==> config.mk <==
export PLATFORM = sky130hd
export DESIGN_NAME = cam_bit_rx
export DESIGN_NICKNAME = d
export VERILOG_FILES = /design/src/rtl/cam_rx_pkg.sv /design/src/rtl/cam_rx_fifo.sv /design/src/rtl/cam_bit_rx.sv
export SDC_FILE = /design/constraint.sdc
export NUM_CORES = 1
export LEC_CHECK = 0
export BUFFER_PORTS_ARGS = -buffer_cell sky130_fd_sc_hd__buf_2
export CORE_MARGIN = 8
export CORE_UTILIZATION = 30
export CTS_BUF_LIST = sky130_fd_sc_hd__clkbuf_8 sky130_fd_sc_hd__clkbuf_16
export DETAILED_ROUTE_END_ITERATION = 10
export GPL_ROUTABILITY_DRIVEN = 0
export GPL_TIMING_DRIVEN = 0
export PLACE_DENSITY = 0.54
export SETUP_SLACK_MARGIN = 0.2
export SYNTH_ARGS = -nofsm -noshare
export SYNTH_HDL_FRONTEND = slang
export SYNTH_SLANG_ARGS = --single-unit
==> constraint.sdc <==
create_clock -name clk -period 4 [get_ports clk]
set_clock_uncertainty 0.1 [all_clocks]
set_input_delay 0.6 -clock clk [delete_from_list [all_inputs] [get_ports clk]]
set_output_delay 0.6 -clock clk [all_outputs]
set_load 0.005 [all_outputs]
==> src/rtl/cam_rx_pkg.sv <==
// Shared types and defaults for the camera bit-stream receiver.
package cam_rx_pkg;

  localparam int unsigned CAM_FRAME_BITS = 15440;
  localparam int unsigned CAM_WORD_W     = 16;

  typedef enum logic [1:0] {
    CAM_IDLE = 2'd0,
    CAM_ARM  = 2'd1,
    CAM_RECV = 2'd2
  } cam_state_e;

  // Number of (possibly partial) words needed to carry one frame.
  function automatic int unsigned words_per_frame(input int unsigned frame_bits,
                                                  input int unsigned word_w);
    return (frame_bits + word_w - 1) / word_w;
  endfunction

endpackage

==> src/rtl/cam_rx_fifo.sv <==
// Synchronous first-word-fall-through FIFO; a pop frees a slot for a same-cycle push.
module cam_rx_fifo #(
  parameter int unsigned WIDTH = 17,
  parameter int unsigned DEPTH = 8
) (
  input  logic             clk,
  input  logic             rst_n,
  input  logic             push,
  input  logic [WIDTH-1:0] push_data,
  input  logic             pop,
  output logic [WIDTH-1:0] pop_data,
  output logic             full,
  output logic             empty
);

  localparam int unsigned PTR_W = $clog2(DEPTH);
  localparam int unsigned OCC_W = PTR_W + 1;

  logic [WIDTH-1:0] mem [DEPTH];
  logic [PTR_W-1:0] wr_ptr;
  logic [PTR_W-1:0] rd_ptr;
  logic [OCC_W-1:0] count;
  logic             do_pop;
  logic             do_push;

  assign full     = (count == OCC_W'(DEPTH));
  assign empty    = (count == '0);
  assign do_pop   = pop && !empty;
  assign do_push  = push && (!full || do_pop);
  assign pop_data = mem[rd_ptr];

  // Storage array; contents are don't-care while empty, so no reset.
  always_ff @(posedge clk) begin
    if (rst_n && do_push) begin
      mem[wr_ptr] <= push_data;
    end
  end

  // Pointers and occupancy.
  always_ff @(posedge clk) begin
    if (!rst_n) begin
      wr_ptr <= '0;
      rd_ptr <= '0;
      count  <= '0;
    end else begin
      if (do_push) wr_ptr <= wr_ptr + PTR_W'(1);
      if (do_pop)  rd_ptr <= rd_ptr + PTR_W'(1);
      case ({do_push, do_pop})
        2'b10:   count <= count + OCC_W'(1);
        2'b01:   count <= count - OCC_W'(1);
        default: count <= count;
      endcase
    end
  end

endmodule

==> src/rtl/cam_bit_rx.sv <==
// Camera bit-stream receiver: requests a frame, packs bits MSB-first into words, buffers them.
module cam_bit_rx
  import cam_rx_pkg::*;
#(
  parameter int unsigned FRAME_BITS = CAM_FRAME_BITS,
  parameter int unsigned WORD_W     = CAM_WORD_W,
  parameter int unsigned FIFO_DEPTH = 8,
  parameter int unsigned CNT_W      = 14
) (
  input  logic              clk,
  input  logic              rst_n,
  input  logic              i_start,
  input  logic              i_cam_data,
  output logic              o_asl_ready,
  output logic              o_word_valid,
  output logic [WORD_W-1:0] o_word_data,
  output logic              o_word_last,
  input  logic              i_word_ready,
  output logic              o_busy,
  output logic              o_frame_done,
  output logic              o_ovf,
  input  logic              i_ovf_clr
);

  localparam logic [1:0]  S_IDLE = CAM_IDLE;
  localparam logic [1:0]  S_ARM  = CAM_ARM;
  localparam logic [1:0]  S_RECV = CAM_RECV;
  localparam int unsigned FILL_W = $clog2(WORD_W);

  logic [1:0]        state_q, state_d;
  logic [CNT_W-1:0]  cnt_q, cnt_d;
  logic [FILL_W-1:0] fill_q, fill_d;
  logic [WORD_W-1:0] shift_q, shift_d;
  logic              asl_q, asl_d;
  logic              done_q, done_d;
  logic              ovf_q, ovf_d;
  logic              busy_q, busy_d;

  logic              push;
  logic [WORD_W:0]   push_data;
  logic [WORD_W-1:0] shifted;
  logic              last_bit;
  logic              word_end;
  logic              drop;
  logic              fifo_pop;
  logic              fifo_full;
  logic              fifo_empty;
  logic [WORD_W:0]   fifo_rd;

  assign fifo_pop = !fifo_empty && i_word_ready;

  // Next-state, packing and overflow logic.
  always_comb begin
    state_d   = state_q;
    cnt_d     = cnt_q;
    fill_d    = fill_q;
    shift_d   = shift_q;
    asl_d     = asl_q;
    done_d    = 1'b0;
    push      = 1'b0;
    shifted   = {shift_q[WORD_W-2:0], i_cam_data};
    last_bit  = (cnt_q == CNT_W'(FRAME_BITS - 1));
    word_end  = (fill_q == FILL_W'(WORD_W - 1)) || last_bit;
    // Left-align a short final word; a full word shifts by zero.
    push_data = {last_bit, shifted << (FILL_W'(WORD_W - 1) - fill_q)};
    case (state_q)
      S_IDLE: begin
        if (i_start) begin
          state_d = S_ARM;
          asl_d   = 1'b1;
          cnt_d   = '0;
          fill_d  = '0;
          shift_d = '0;
        end
      end
      S_ARM: begin
        state_d = S_RECV;
      end
      S_RECV: begin
        shift_d = shifted;
        cnt_d   = cnt_q + CNT_W'(1);
        fill_d  = fill_q + FILL_W'(1);
        if (word_end) begin
          push    = 1'b1;
          fill_d  = '0;
          shift_d = '0;
        end
        if (last_bit) begin
          state_d = S_IDLE;
          asl_d   = 1'b0;
          done_d  = 1'b1;
          cnt_d   = '0;
        end
      end
      default: begin
        state_d = S_IDLE;
        asl_d   = 1'b0;
      end
    endcase
    drop   = push && fifo_full && !fifo_pop;
    ovf_d  = drop ? 1'b1 : (i_ovf_clr ? 1'b0 : ovf_q);
    busy_d = (state_d != S_IDLE);
  end

  // State and output registers.
  always_ff @(posedge clk) begin
    if (!rst_n) begin
      state_q <= S_IDLE;
      cnt_q   <= '0;
      fill_q  <= '0;
      shift_q <= '0;
      asl_q   <= 1'b0;
      done_q  <= 1'b0;
      ovf_q   <= 1'b0;
      busy_q  <= 1'b0;
    end else begin
      state_q <= state_d;
      cnt_q   <= cnt_d;
      fill_q  <= fill_d;
      shift_q <= shift_d;
      asl_q   <= asl_d;
      done_q  <= done_d;
      ovf_q   <= ovf_d;
      busy_q  <= busy_d;
    end
  end

  cam_rx_fifo #(
    .WIDTH(WORD_W + 1),
    .DEPTH(FIFO_DEPTH)
  ) u_fifo (
    .clk      (clk),
    .rst_n    (rst_n),
    .push     (push),
    .push_data(push_data),
    .pop      (fifo_pop),
    .pop_data (fifo_rd),
    .full     (fifo_full),
    .empty    (fifo_empty)
  );

  assign o_asl_ready  = asl_q;
  assign o_frame_done = done_q;
  assign o_ovf        = ovf_q;
  assign o_busy       = busy_q;
  assign o_word_valid = !fifo_empty;
  assign o_word_data  = fifo_empty ? '0 : fifo_rd[WORD_W-1:0];
  assign o_word_last  = !fifo_empty && fifo_rd[WORD_W];

endmodule

# After elaboration in Yosys (flattened, before gate mapping)

Memories as Yosys holds them, arrays and structs flattened. A register that Yosys moved wholly into a read port is not among the register bits.
Cells that the tools add are included.

Add/sub/neg operators: 7
Multiply operators: 0
Divide/modulo/power cells: 0
Magnitude comparators: 0
Equality and inequality tests: 9
Shifts and indexed selects: 1
Multiplexer cells: 26
Bitwise logic cells: 1
Reductions and logical operators: 21

Operators with widths:

| cell                                                            | count |
|---|---|
| 15-bit 2-to-1 mux                                               | 2 |
| 15-bit one-hot mux with 2 select lines                          | 1 |
| 14-bit 2-to-1 mux                                               | 2 |
| 14-bit one-hot mux with 2 select lines                          | 1 |
| 16-bit 2-to-1 mux                                               | 1 |
| 4-bit one-hot mux with 2 select lines                           | 2 |
| 16-bit by 4-bit left shift with 16-bit output                   | 1 |
| 14-bit by 1-bit adder with 14-bit output, second input constant | 1 |
| 14-bit == test, second input constant                           | 1 |
| 1-bit 2-to-1 mux                                                | 9 |
| 4-bit by 1-bit adder with 4-bit output, second input constant   | 2 |
| 4-bit == test, second input constant                            | 2 |
| 4-bit 2-to-1 mux                                                | 2 |
| 2-bit nonzero test                                              | 4 |
| 1-bit logical AND                                               | 7 |
| 3-bit by 1-bit adder with 3-bit output, second input constant   | 2 |
| 3-bit 2-to-1 mux                                                | 2 |
| 2-bit one-hot mux with 3 select lines                           | 1 |
| 2-bit by 1-bit == test with 1-bit output, second input constant | 2 |
| 2-bit == test, second input constant                            | 2 |
| 4-bit logical NOT                                               | 1 |
| 2-bit 2-to-1 mux                                                | 2 |
| 2-bit != test, second input constant                            | 2 |
| 2-bit AND reduction                                             | 2 |
| other kinds (8)                                                 | 11 |

Register bits after elaboration: 49
Bits in latches: 0
RAM bits: 136
Bits in read-only memories: 0
Input bits: 6
Output and inout port bits: 22
Memories: 1

Memories:

| name       | words | bits a word | read ports | clocked after memory_dff | wr ports | RTL line          | source |
|---|---|---|---|---|---|---|---|
| u_fifo.mem | 8     | 17          | 1          | 1                        | 1        | cam_rx_fifo.sv:19 | `logic [WIDTH-1:0] mem [DEPTH];` |

# Logic depth before layout (Yosys ltp)

Gate-level depths: netlist of the first run.

Depth after elaboration: 9
Depth in mapped cells: 13

# Cells and area by module

From an unflattened synthesis of the first run, not the netlist that was laid out.

Cells, all modules: 580
Area total of the unflattened synthesis: 8506.9 sq um

Modules (own cells, without submodules):

| module      | instances | cells each | area each (sq um) | seq. area each (sq um) |
|---|---|---|---|---|
| cam_rx_fifo | 1         | 281        | 5979.5            | 4344.2 |
| cam_bit_rx  | 1         | 299        | 2527.4            | 780.7 |

# Least setup slack after synthesis of the first run

No wires, ideal clock.

Kind: reg2reg
Start: reg cnt_q[0]
End: mem u_fifo.mem[0][0], enable pin
Library setup time: 0.435 ns
Data arrival time: 3.082 ns
Data required time: 3.465 ns
Setup slack: 0.384 ns
Stages on the path, launching flop included: 8
Buffers on the path: 1
Path through: dfxtp_1 ha_1 and3_1 nand4_2 inv_2 buf_4 o21ai_2 nor4_1

Cells in the longest elaborated chain, start to end: 8

RTL lines:

| element                                | RTL line          | source |
|---|---|---|
| start: declaration                     | cam_bit_rx.sv:31  | `logic [CNT_W-1:0] cnt_q, cnt_d;` |
| start signal: assignment               | cam_bit_rx.sv:118 | `cnt_q <= cnt_d;` |
| 14-bit == test                         | cam_bit_rx.sv:62  | `last_bit = (cnt_q == CNT_W'(FRAME_BITS - 1));` |
| net last_bit                           | cam_bit_rx.sv:42  | `logic last_bit;` |
| 1-bit logical OR                       | cam_bit_rx.sv:63  | `word_end = (fill_q == FILL_W'(WORD_W - 1)) \|\| last_bit;` |
| 1-bit 2-to-1 mux                       | cam_bit_rx.sv:83  | `if (word_end) begin` |
| 1-bit 2-to-1 mux                       | cam_bit_rx.sv:66  | `case (state_q)` |
| 1-bit logical AND                      | cam_rx_fifo.sv:29 | `assign do_push = push && (!full \|\| do_pop);` |
| 1-bit logical AND                      | cam_rx_fifo.sv:34 | `if (rst_n && do_push) begin` |
| 1-bit 2-to-1 mux                       | cam_rx_fifo.sv:34 |  |
| 1-bit 2-to-1 mux (not written as such) | cam_rx_fifo.sv:35 | `mem[wr_ptr] <= push_data;` |
| end: declaration                       | cam_rx_fifo.sv:19 |  |

The timed path passes the listed nets, and every way through them passes these cells.

==> impl_results.md, run 1 <==
* Number of hold violations in the final report at 0
* Ratio of final minimum period to clock period at 83.65%
* Total leakage power at 3.113 nW
* Hold/Removal Path Class: in2reg
* Post-Route WL at 18.15 mm
* Setup slack of the worst register-to-register path at 0.70 ns
* Mapped cell area at 0.008232 mm^2
* CTS Root Cell: sky130_fd_sc_hd__clkbuf_16
* Cell family contributing the most delay on the critical path: buffers and inverters
* Avg Inst Size Synth at 14.27 um^2
* Effective utilization at floorplan at 30.54%
* Worst max-slew margin expressed relative to the limit at 36.55%
* Post-CTS Hold Buffers at 0
* Cell row count at 60
* Maximum number of buffers from clock root to sink at 2
* Count of final max-slew check failures at 0
* Inst Count DP at 959
* Average vias per placed instance at 5.038
* Combined global-route utilization of all metal layers at 11.30%
* Post-synthesis cell count at 577
* Avg WL per Cell at 18.31 um
* Worst vdd ir at 0.2440 mV
* Cell with the most instances on the worst path: sky130_fd_sc_hd__clkbuf_1
* Final setup TNS at 0 ns
* Clock-pin slew of the registers on the worst-case setup and hold paths at 0.07 ns
* Worst endpoint required time at 3.30 ns
* Count of maximum capacitance violations at 0
* Top-level port count at 28
* Total power divided by cell area at 406.1 mW/mm^2
* Proportion of layout cells with a drive suffix above 1 at 22.92%
* Drt first pass iters at 6
* Post-detailed-placement half-perimeter wirelength at 12.97 mm
* Initial DRC Count at 350
* Clock buffer count from CTS at 17
* Horiz. Die Dim at 181.6 um
* Cell type with the largest total area after synthesis: sky130_fd_sc_hd__edfxtp_1
* Maximum fanout along the worst path at 10
* Yosys synthesis warning count at 0
* Antenna viol nets, final at 0
* Chip Height at 181.6 um
* Cells along the critical path: clkbuf_1, clkbuf_1, mux4_2, mux2i_1, nor2_1, buf_2
* Critical path capture point type: primary output
* Area share of the largest cell type after synthesis at 49.61%
* Worst slack after detailed placement at 0.6437 ns
* Worst slack on hold paths at 0.3330 ns
* Worst-Skew Late Latency at 0.43 ns
* Number of distinct library cell variants in the gate-level netlist after synthesis at 57
* Synth top cells by count: sky130_fd_sc_hd__edfxtp_1 (136), sky130_fd_sc_hd__dfxtp_1 (52), sky130_fd_sc_hd__mux2i_1 (45)
* CTS tree: built
* Final worst setup slack at 0.6539 ns
* Setup bufs post-CTS at 0
* Layout Area Growth over Synthesis at 16.70%
* Startpoint kind of the worst setup timing path: flop
* Number of sinks handled by clock tree synthesis at 188
* Final net count at 650
* Achievable frequency at 298.9 MHz
* Run status: completed
* Slew at the pin with the worst max-slew slack at 0.9418 ns
* Maximum cell stage delay along the critical path at 0.63 ns
* Time the worst path needs with I/O delays and setup at 3.346 ns
* Flip-flop cell with the highest count after synthesis: sky130_fd_sc_hd__edfxtp_1
* Data arrival time of the worst path at 2.65 ns
* Post-layout instance count excluding filler cells at 991
* Final setup fails at 0
* Pin count of the biggest net entering global routing at 20
* Number of antenna violations at the first check in global routing at 0
* Cells resized by post-CTS repair at 0
* Global-route wire length before repair at 29.12 mm
* Sequential area share after synthesis at 62.26%
* Number of port buffers at 27
* Flip-flop and latch count after synthesis at 188
* Total die area at 0.03299 mm^2
* Drt drc at 0
* Cell area after layout at 0.009607 mm^2
* Number of synthesized flops with an enable pin at 136
* Unrepaired setup endpoints after global routing: no
* Critical setup path kind: reg2out
* Number of global-route vias before repair at 5,211
* Total cell area at the placement stage at 0.008986 mm^2
* Worst Path Buf+Inv at 3
* Leading cell types by total area after synthesis: sky130_fd_sc_hd__edfxtp_1 (50%), sky130_fd_sc_hd__dfxtp_1 (13%), sky130_fd_sc_hd__mux4_2 (11%)
* Most used standard cell by instance count after synthesis: sky130_fd_sc_hd__edfxtp_1
* H-Tree Level Count at 4
* Proportion of register bits with asynchronous set or reset after synthesis at 0%
* Count of antenna diodes in the layout at 0
* Core region area at 0.02695 mm^2
* Via total after detailed routing at 4,993
* GR Overflow Total at 0
* Mapped Nets at 590
* Slowest cell on the critical path: sky130_fd_sc_hd__clkbuf_1
final cells by class:
class | count | area [um^2]
multi-input combinational | 343 | 2939
clock inverter | 15 | 195.2
timing repair buffer | 41 | 286.5
tap | 341 | 426.7
clock buffer | 17 | 425.4
buffer | 40 | 186.4
fill | 2544 | 17340
inverter | 6 | 22.52
sequential | 188 | 5125
metal layers:
metal  vias up  global-route usage, %  share of wire (%)
li1       2363                      -                  -
met1      2534                  13.69                 44
met2        85                  19.92                 51
met3        11                  2.196                3.2
met4         0                  3.575               0.96
met5         -                      0                  0
worst paths after layout:
kind                            depth (start not counted)                         end                      from
worst max-delay path                                    6              o_word_data[3]                      flop
worst min-delay path                                    3          o_ovf$_SDFFE_PN0P_                 i_ovf_clr
worst min register to register                          2    shift_q[14]$_SDFFE_PN0P_  shift_q[14]$_SDFFE_PN0P_
worst max register to register                          9  u_fifo.mem[4][7]$_DFFE_PP_     cnt_q[0]$_SDFFE_PN0P_
metrics by stage:
| step | power, mW | util, % |
|---|---|---|
| after floorplan | 2.169 | - |
| after global placement | 2.196 | 32.63 |
| after detailed placement | 2.198 | 33.34 |
| after CTS | 3.947 | 35.65 |
| after global routing | 4.023 | 35.65 |
| final | 3.901 | 35.65 |
cells by family after synthesis:
logic type	count (synthesis)	synth area share, %
AOI/OAI and AO/OA	66	5.031
xor gates and xnor gates	12	1.277
adders and majority gates	7	1.064
buffers and inverters	46	2.538
DFF	188	62.26
muxes	86	16.55
and+or+nand+nor	172	11.28
placed cells by master, fill, tap and decap left out, types with 17 or more instances in the layout:
cell                        count
sky130_fd_sc_hd__nor2_1        31
sky130_fd_sc_hd__a21oi_1       30
sky130_fd_sc_hd__buf_2         38
sky130_fd_sc_hd__mux4_2        40
sky130_fd_sc_hd__clkbuf_1      24
sky130_fd_sc_hd__clkbuf_16     17
sky130_fd_sc_hd__mux2i_1       45
sky130_fd_sc_hd__edfxtp_1     136
sky130_fd_sc_hd__nand2_1       42
sky130_fd_sc_hd__dfxtp_1       52
sky130_fd_sc_hd__nand4_1       22
worst reg2reg max path, cell delays in order (launching register included):
cell	delay, ns
sky130_fd_sc_hd__dfxtp_1	0.41
sky130_fd_sc_hd__ha_1	0.33
sky130_fd_sc_hd__and3_1	0.24
sky130_fd_sc_hd__nand4_2	0.18
sky130_fd_sc_hd__inv_2	0.10
sky130_fd_sc_hd__buf_4	0.21
sky130_fd_sc_hd__o21ai_2	0.19
sky130_fd_sc_hd__nor4_2	0.81
sky130_fd_sc_hd__buf_6	0.24
sky130_fd_sc_hd__buf_4	0.19
flip-flops by register name, summed over array words and instances (netlist names), named ones only:
name / count
o_ovf: 1
o_frame_done: 1
u_fifo.wr_ptr: 3
fill_q: 4
state_q: 2
shift_q: 15
o_busy: 1
u_fifo.mem: 136
o_asl_ready: 1
cnt_q: 14
u_fifo.count: 4
u_fifo.rd_ptr: 3
where the power goes:
| part | leakage, nW | internal [mW] | switching, mW |
|---|---|---|---|
| Clock | 0.301 | 0.958 | 0.790 |
| Sequential | 1.64 | 2.07 | 0.00520 |
| Combinational | 1.18 | 0.0238 | 0.0573 |
(Power assumes the default switching activity.)
==> inputs of run 2 (changes only) <==
--- a/config.mk
+++ b/config.mk
@@ -12,7 +12,7 @@
 export DETAILED_ROUTE_END_ITERATION = 10
 export GPL_ROUTABILITY_DRIVEN = 0
 export GPL_TIMING_DRIVEN = 0
-export PLACE_DENSITY = 0.54
+export PLACE_DENSITY = 0.56
 export SETUP_SLACK_MARGIN = 0.2
 export SYNTH_ARGS = -nofsm -noshare
 export SYNTH_HDL_FRONTEND = slang
==> constraint.sdc (replaced) <==
create_clock -name clk -period 2.75 [get_ports clk]
set_clock_uncertainty 0.1 [all_clocks]
set_input_delay 0.4125 -clock clk [delete_from_list [all_inputs] [get_ports clk]]
set_output_delay 0.4125 -clock clk [all_outputs]
set_load 0.005 [all_outputs]
==> run 2 against run 1 <==
Critical path depth increased by 6. Global-route usage increased by 0.48 points. Combinational power increased by 54%. Sequential share of layout area decreased by 3.8 points. Non-clock buffer count increased by 35. Routed wire length increased by 6.7%. Sequential power increased by 45%. Setup slack got worse by 0.49 ns. Via count increased by 4.1%. Critical path type is now reg2reg. Critical endpoint is now u_fifo.count[3]$_SDFFE_PN0P_. Largest cell class unchanged. Largest power group unchanged. Highest routed layer is now met5.
==> impl_results.md, run 2 (synthesized netlist as in run 1, its figures left out) <==
* Worst vdd ir at 0.3606 mV (+48%)
* Number of antenna violations at the first check in global routing at 1 (+1)
* Horiz. Die Dim at 181.6 um (unchanged)
* Hold/Removal Path Class: in2reg
* Antenna viol nets, final at 0 (unchanged)
* Count of antenna diodes in the layout at 0 (unchanged)
* GR met3 Demand/Resource at 2.615% (+0.42 points)
* Critical path capture point type: flop
* Core region area at 0.02695 mm^2 (unchanged)
* Achievable frequency at 386.6 MHz
* Via total after detailed routing at 5,196 (+4.1%)
* Leading cell type in the layout, fill and taps excluded: sky130_fd_sc_hd__edfxtp_1
* Count of final max-slew check failures at 0 (unchanged)
* Worst-Skew Late Latency at 0.43 ns (about the same)
* Total leakage power at 3.409 nW (+9.5%)
* Drt first pass iters at 5 (-1)
* Number of port buffers at 27 (unchanged)
* Critical path launch point: cnt_q[7]$_SDFFE_PN0P_
* Average vias per placed instance at 5.064 (+0.52%)
* H-Tree Level Count at 4 (unchanged)
* Post-detailed-placement half-perimeter wirelength at 12.59 mm (-2.9%)
* Global-route wire length before repair at 30.37 mm (+4.3%)
* Number of sinks handled by clock tree synthesis at 188 (unchanged)
* Drt drc at 0 (unchanged)
* CTS Root Cell: sky130_fd_sc_hd__clkbuf_16
* Most flop-heavy register: u_fifo.mem
* Final setup fails at 0 (unchanged)
* Initial DRC Count at 440 (+26%)
* Cell internal power dissipation at 4.397 mW (+44%)
* Pin count of the biggest net entering global routing at 23 (+15%)
* Post-layout instance count excluding filler cells at 1,026 (+3.5%)
* Switching power at 1.374 mW (+61%)
* Clock-pin slew of the registers on the worst-case setup and hold paths at 0.08 ns (about the same)
* Worst endpoint required time at 3.01 ns (-0.29 ns)
* GR Overflow Total at 0 (unchanged)
* Reg power frac at 52.1% (-1.0 points)
* Combined global-route utilization of all metal layers at 11.77% (+0.48 points)
* Worst slack on hold paths at 0.1309 ns (-0.2021 ns)
* Fraction of the core area covered by cells at the end of the flow at 38.54% (+2.9 points)
* Leading cell types in the layout, fill and taps excluded: sky130_fd_sc_hd__edfxtp_1 (136), sky130_fd_sc_hd__nand2_1 (42), sky130_fd_sc_hd__dfxtp_1 (42)
* Count of maximum capacitance violations at 0 (unchanged)
* Total power divided by cell area at 555.6 mW/mm^2 (+37%)
* Maximum number of buffers from clock root to sink at 2 (unchanged)
* Number of global-route vias before repair at 5,394 (+3.5%)
* Chip Height at 181.6 um (unchanged)
* Most crowded layer after global routing: met2
* Proportion of layout cells with a drive suffix above 1 at 31.97% (+9.0 points)
* Maximum fanout along the worst path at 8 (-2)
* Fraction of power consumed by the clock network at 45.7% (+0.9 points)
* Number of flip-flops in the largest register at 136 (unchanged)
* Run status: completed
* Comb pwr share at 2.2% (about the same)
* Switching power as a share of total power at 23.81% (+2.0 points)
* Cell row count at 60 (unchanged)
* Clock buffer count from CTS at 17 (unchanged)
* Effective utilization at floorplan at 30.54% (unchanged)
* Worst max-slew margin expressed relative to the limit at 42.65% (+6.1 points)
* Total cell area at the placement stage at 0.009065 mm^2 (+0.88%)
* Total die area at 0.03299 mm^2 (unchanged)
* CTS tree: built
* Setup slack of the worst register-to-register path at 0.16 ns (-0.54 ns)
* Critical setup path kind: reg2reg
* Crit Reg-Reg Endpoint: u_fifo.count[3]$_SDFFE_PN0P_
* Inst Count DP at 952 (-0.73%)
* Largest registers ranked by flip-flop count: u_fifo.mem x136, shift_q x15, cnt_q x14
* Ratio of final minimum period to clock period at 94.06%
* Number of hold violations in the final report at 0 (unchanged)
* Unrepaired setup endpoints after global routing: yes
* R2r worst-path depth at 12 (+3)
* Data arrival time of the worst path at 2.85 ns (+0.20 ns)
* Slew at the pin with the worst max-slew slack at 0.8565 ns (-0.08526 ns)
* Met1 track demand over resource in global routing at 14.31% (+0.61 points)
* Cell area after layout at 0.01039 mm^2 (+8.1%)
* Top-level port count at 28 (unchanged)
* Post-Route WL at 19.35 mm (+6.7%)
* Layout Area Growth over Synthesis at 26.19%
* Met2 track demand over resource in global routing at 20.72% (+0.80 points)
* Time the worst path needs with I/O delays and setup at 2.587 ns
* Startpoint kind of the worst setup timing path: flop
* Final net count at 685 (+5.4%)
* Avg WL per Cell at 18.86 um (+3.0%)
* Critical register-to-register path startpoint: cnt_q[7]$_SDFFE_PN0P_
* Critical path endpoint: u_fifo.count[3]$_SDFFE_PN0P_
==> run 2: changes by cell type in the layout (fill, tap and decap cells not counted), sizes merged <==
cell,change
buf,+31
bufinv,-1
clkinvlp,-1
clkinv,+2
clkbuf,+4
==> run 2: routing by layer <==
layer  vias up  part of all wire (%)
met5         -                 0.088
met4         2                   1.0
met3        16                   3.3
met2        92                    51
met1      2645                    44
li1       2441                     -
==> run 2: worst max-delay path, cell delays in order (launching register included) <==
cell and delay, ns:
sky130_fd_sc_hd__dfxtp_4 0.38, sky130_fd_sc_hd__nor4b_4 0.30, sky130_fd_sc_hd__nand4_4 0.14, sky130_fd_sc_hd__inv_2 0.09, sky130_fd_sc_hd__buf_12 0.11, sky130_fd_sc_hd__o21ai_4 0.08
sky130_fd_sc_hd__buf_4 0.16, sky130_fd_sc_hd__ha_1 0.30, sky130_fd_sc_hd__clkbuf_8 0.16, sky130_fd_sc_hd__nor4bb_2 0.28, sky130_fd_sc_hd__o21ai_1 0.12, sky130_fd_sc_hd__a21o_1 0.17
sky130_fd_sc_hd__a21oi_1 0.12
==> run 2: worst min-delay path by stage <==
stage / depth (start not counted) / slack (ns) / end / from
global placement: 2 / 0.35 / shift_q[14]$_SDFFE_PN0P_ / shift_q[14]$_SDFFE_PN0P_
detailed placement: 2 / 0.36 / shift_q[14]$_SDFFE_PN0P_ / shift_q[14]$_SDFFE_PN0P_
CTS: 3 / 0.12 / o_ovf$_SDFFE_PN0P_ / i_ovf_clr
finish: 3 / 0.13 / o_ovf$_SDFFE_PN0P_ / i_ovf_clr
floorplan: 2 / 0.33 / shift_q[14]$_SDFFE_PN0P_ / shift_q[14]$_SDFFE_PN0P_
global route: 3 / 0.11 / o_ovf$_SDFFE_PN0P_ / i_ovf_clr
==> run 2: repair_timing <==
action	4_1_cts	5_1_grt
setup buffers	31	7
gates cloned	0	4
resized for setup	44	27
pin swaps	19	10
hold endpoints to repair	0	0
setup endpoints to repair	149	51
hold buffers	0	0
==> run 2: power groups by stage <==
stage,Sequential (mW),Combinational (mW),Clock [mW]
detailed placement,3.08,0.119,0
global route,3.01,0.135,2.80
CTS,3.01,0.122,2.69
finish,3.01,0.125,2.64
global placement,3.08,0.115,0
floorplan,3.08,0.0792,0
==> run 2: per-stage QoR <==
step / worst slack (ns) / TNS [ns] / power, mW
after floorplan: 0.1809 / 0 / 3.157
after global placement: -0.7296 / -67.81 / 3.194
after detailed placement: -0.3767 / -9.206 / 3.198
after CTS: 0.07860 / 0 / 5.820
after global routing: 0.07187 / 0 / 5.946
final: 0.1634 / 0 / 5.771
==> run 2: cell type report <==
class	instances	area (um^2)
buffer	40	315.3
clock buffer	17	425.4
clock inverter	15	224.0
fill	2469	16560
inverter	6	22.52
multi-input combinational	343	3114
sequential	188	5150
tap	341	426.7
timing repair buffer	76	709.4
==> inputs of run 3 (changes only) <==
--- a/config.mk
+++ b/config.mk
@@ -12,7 +12,7 @@
 export DETAILED_ROUTE_END_ITERATION = 10
 export GPL_ROUTABILITY_DRIVEN = 0
 export GPL_TIMING_DRIVEN = 0
-export PLACE_DENSITY = 0.56
+export PLACE_DENSITY_LB_ADDON = 0.1
 export SETUP_SLACK_MARGIN = 0.2
 export SYNTH_ARGS = -nofsm -noshare
 export SYNTH_HDL_FRONTEND = slang
==> run 3 against run 2 <==
Register-to-register slack better by 0.05 ns. Sequential cell count is the same. Count of clock-buffer cells in the layout did not move. Design area fell by 0.87%. Via count is 2.7% lower. Combinational power is essentially flat. Power shrank 4.2%. Sequential share of layout area rose by 0.39 points. Critical path depth unchanged. Global-route usage grew 0.76 points. Cell count down 0.88%. Routed wire length is 4.1% higher. Critical path type unchanged.
==> impl_results.md, run 3 (synthesized netlist as in run 1, its figures left out) <==
* Worst endpoint required time at 3.00 ns (about the same)
* Fraction of the core area covered by cells at the end of the flow at 38.21% (-0.33 points)
* Maximum fanout along the worst path at 7 (-1)
* Effective utilization at floorplan at 30.54% (unchanged)
* Number of flip-flops in the largest register at 136 (unchanged)
* CTS tree: built
* Final setup fails at 0 (unchanged)
* Number of antenna violations at the first check in global routing at 0 (-1)
* Run status: completed
* Ratio of final minimum period to clock period at 92.22% (-1.8 points)
* Setup slack of the worst register-to-register path at 0.21 ns (+0.05 ns)
* Cell row count at 60 (unchanged)
* Count of final max-slew check failures at 0 (unchanged)
* Number of global-route vias before repair at 5,235 (-2.9%)
* R2r worst-path depth at 12 (unchanged)
* Pin count of the biggest net entering global routing at 21 (-8.7%)
* Chip Height at 181.6 um (unchanged)
* Proportion of layout cells with a drive suffix above 1 at 30.92% (-1.1 points)
* Data arrival time of the worst path at 2.78 ns (-0.07 ns)
* Number of port buffers at 27 (unchanged)
* Routed length on met2 at 10.20 mm (+3.0%)
* Via total after detailed routing at 5,057 (-2.7%)
* Unrepaired setup endpoints after global routing: yes
* Worst slack after detailed placement at -0.5134 ns (-0.1367 ns)
* Number of sinks handled by clock tree synthesis at 188 (unchanged)
* Final worst setup slack at 0.2138 ns (+0.05042 ns)
* Slew at the pin with the worst max-slew slack at 0.7545 ns (-0.1021 ns)
* Number of hold violations in the final report at 0 (unchanged)
* Worst-Skew Late Latency at 0.43 ns (about the same)
* Total leakage power at 3.325 nW (-2.5%)
* Leading cell types in the layout, fill and taps excluded: sky130_fd_sc_hd__edfxtp_1 (136), sky130_fd_sc_hd__dfxtp_1 (44), sky130_fd_sc_hd__nand2_1 (42)
* Achievable frequency at 394.3 MHz (+2.0%)
* Metal1 wirelength at 9.175 mm (+6.9%)
* Post-CTS Hold Buffers at 0 (unchanged)
* Layout Area Growth over Synthesis at 25.10%
* Number of fill cells in the layout at 2,543 (+3.0%)
* Final Total Pwr at 5.530 mW (-4.2%)
* Final setup TNS at 0 ns (unchanged)
* Core region area at 0.02695 mm^2 (unchanged)
* Total power divided by cell area at 537.0 mW/mm^2 (-3.3%)
* H-Tree Level Count at 4 (unchanged)
* Count of maximum capacitance violations at 0 (unchanged)
* Critical path endpoint: u_fifo.count[2]$_SDFFE_PN0P_
* Largest registers ranked by flip-flop count: u_fifo.mem x136, shift_q x15, cnt_q x14
* Hold/Removal Path Class: in2reg
* Worst max-slew margin expressed relative to the limit at 49.17% (+6.5 points)
* Final net count at 676 (-1.3%)
* Critical path launch point: u_fifo.count[2]$_SDFFE_PN0P_
* CTS Root Cell: sky130_fd_sc_hd__clkbuf_16
* Maximum number of buffers from clock root to sink at 2 (unchanged)
* Crit Reg-Reg Endpoint: u_fifo.count[2]$_SDFFE_PN0P_
* Total die area at 0.03299 mm^2 (unchanged)
* Critical register-to-register path startpoint: u_fifo.count[2]$_SDFFE_PN0P_
* Clock-pin slew of the registers on the worst-case setup and hold paths at 0.08 ns (about the same)
* Top-level port count at 28 (unchanged)
* Routed length on met3 at 622 um (-3.3%)
* Horiz. Die Dim at 181.6 um (unchanged)
* Startpoint kind of the worst setup timing path: flop
* Count of antenna diodes in the layout at 0 (unchanged)
* Critical setup path kind: reg2reg
* Worst vdd ir at 0.3047 mV (-15%)
* GR Overflow Total at 0 (unchanged)
* Avg WL per Cell at 19.82 um (+5.1%)
* Most flop-heavy register: u_fifo.mem
* Post-detailed-placement half-perimeter wirelength at 13.52 mm (+7.4%)
* Antenna viol nets, final at 0 (unchanged)
* Post-Route WL at 20.15 mm (+4.1%)
* Average vias per placed instance at 4.972 (-1.8%)
* Initial DRC Count at 287 (-35%)
* Leading cell type in the layout, fill and taps excluded: sky130_fd_sc_hd__edfxtp_1
* Critical path capture point type: flop
* Clock buffer count from CTS at 17 (unchanged)
* Drt drc at 0 (unchanged)
* Global-route wire length before repair at 31.47 mm (+3.6%)
* Combined global-route utilization of all metal layers at 12.53% (+0.76 points)
* Time the worst path needs with I/O delays and setup at 2.536 ns (-0.05042 ns)
* Drt first pass iters at 4 (-1)
* Highest routed metal layer: met4
run 3: metrics by stage:
step                      area [um^2]  hold WS, ns  cells
after floorplan                  8356       0.3316    577
after global placement           8917       0.3476    945
after detailed placement         9092       0.3550    953
after CTS                       10170       0.1209   1012
after global routing            10300       0.1416   1017
final                           10300       0.1408   1017
run 3: critical path: stages (launching register included):
cell,delay [ns]
sky130_fd_sc_hd__dfxtp_2,0.36
sky130_fd_sc_hd__nor4_4,0.30
sky130_fd_sc_hd__buf_4,0.15
sky130_fd_sc_hd__inv_2,0.03
sky130_fd_sc_hd__and2_1,0.14
sky130_fd_sc_hd__clkbuf_4,0.17
sky130_fd_sc_hd__ha_4,0.17
sky130_fd_sc_hd__xor2_1,0.14
sky130_fd_sc_hd__ha_2,0.17
sky130_fd_sc_hd__a21oi_2,0.12
sky130_fd_sc_hd__xor2_1,0.10
sky130_fd_sc_hd__or3_4,0.40
sky130_fd_sc_hd__a21oi_2,0.12
run 3: worst min-delay path by stage:
stage | start | to | slack, ns | depth (start not counted)
after global routing | i_ovf_clr | o_ovf$_SDFFE_PN0P_ | 0.14 | 3
after CTS | i_ovf_clr | o_ovf$_SDFFE_PN0P_ | 0.12 | 3
after detailed placement | shift_q[14]$_SDFFE_PN0P_ | shift_q[14]$_SDFFE_PN0P_ | 0.35 | 2
after global placement | shift_q[14]$_SDFFE_PN0P_ | shift_q[14]$_SDFFE_PN0P_ | 0.35 | 2
after floorplan | shift_q[14]$_SDFFE_PN0P_ | shift_q[14]$_SDFFE_PN0P_ | 0.33 | 2
final | i_ovf_clr | o_ovf$_SDFFE_PN0P_ | 0.14 | 3
run 3: final cells by class:
class / count / area, um^2 / share of cell area, %
buffer: 40 / 312.8 / 3.038
multi-input combinational: 343 / 3129 / 30.39
tap: 341 / 426.7 / 4.143
sequential: 188 / 5145 / 49.96
clock inverter: 15 / 157.7 / 1.531
clock buffer: 17 / 425.4 / 4.131
timing repair buffer: 67 / 678.2 / 6.586
inverter: 6 / 22.52 / 0.2187
run 3: metal layers:
layer	track usage [%]	vias up
met5	0	-
met1	16.16	2577
met4	2.985	0
li1	-	2409
met2	21.32	62
met3	2.495	9
run 3: report_power, final:
| group | switching [mW] | total [mW] | internal [mW] | leakage [nW] |
|---|---|---|---|---|
| combinational | 0.0887 | 0.127 | 0.0379 | 1.41 |
| sequential | 0.00763 | 3.01 | 3.00 | 1.64 |
| clock | 1.18 | 2.39 | 1.21 | 0.277 |
run 3: what timing repair did:
action / 4_1_cts / 5_1_grt
cloned: 2 / 0
pin swaps: 16 / 8
setup endpoints to repair: 159 / 88
gates resized for setup: 52 / 17
buffers inserted: 25 / 5
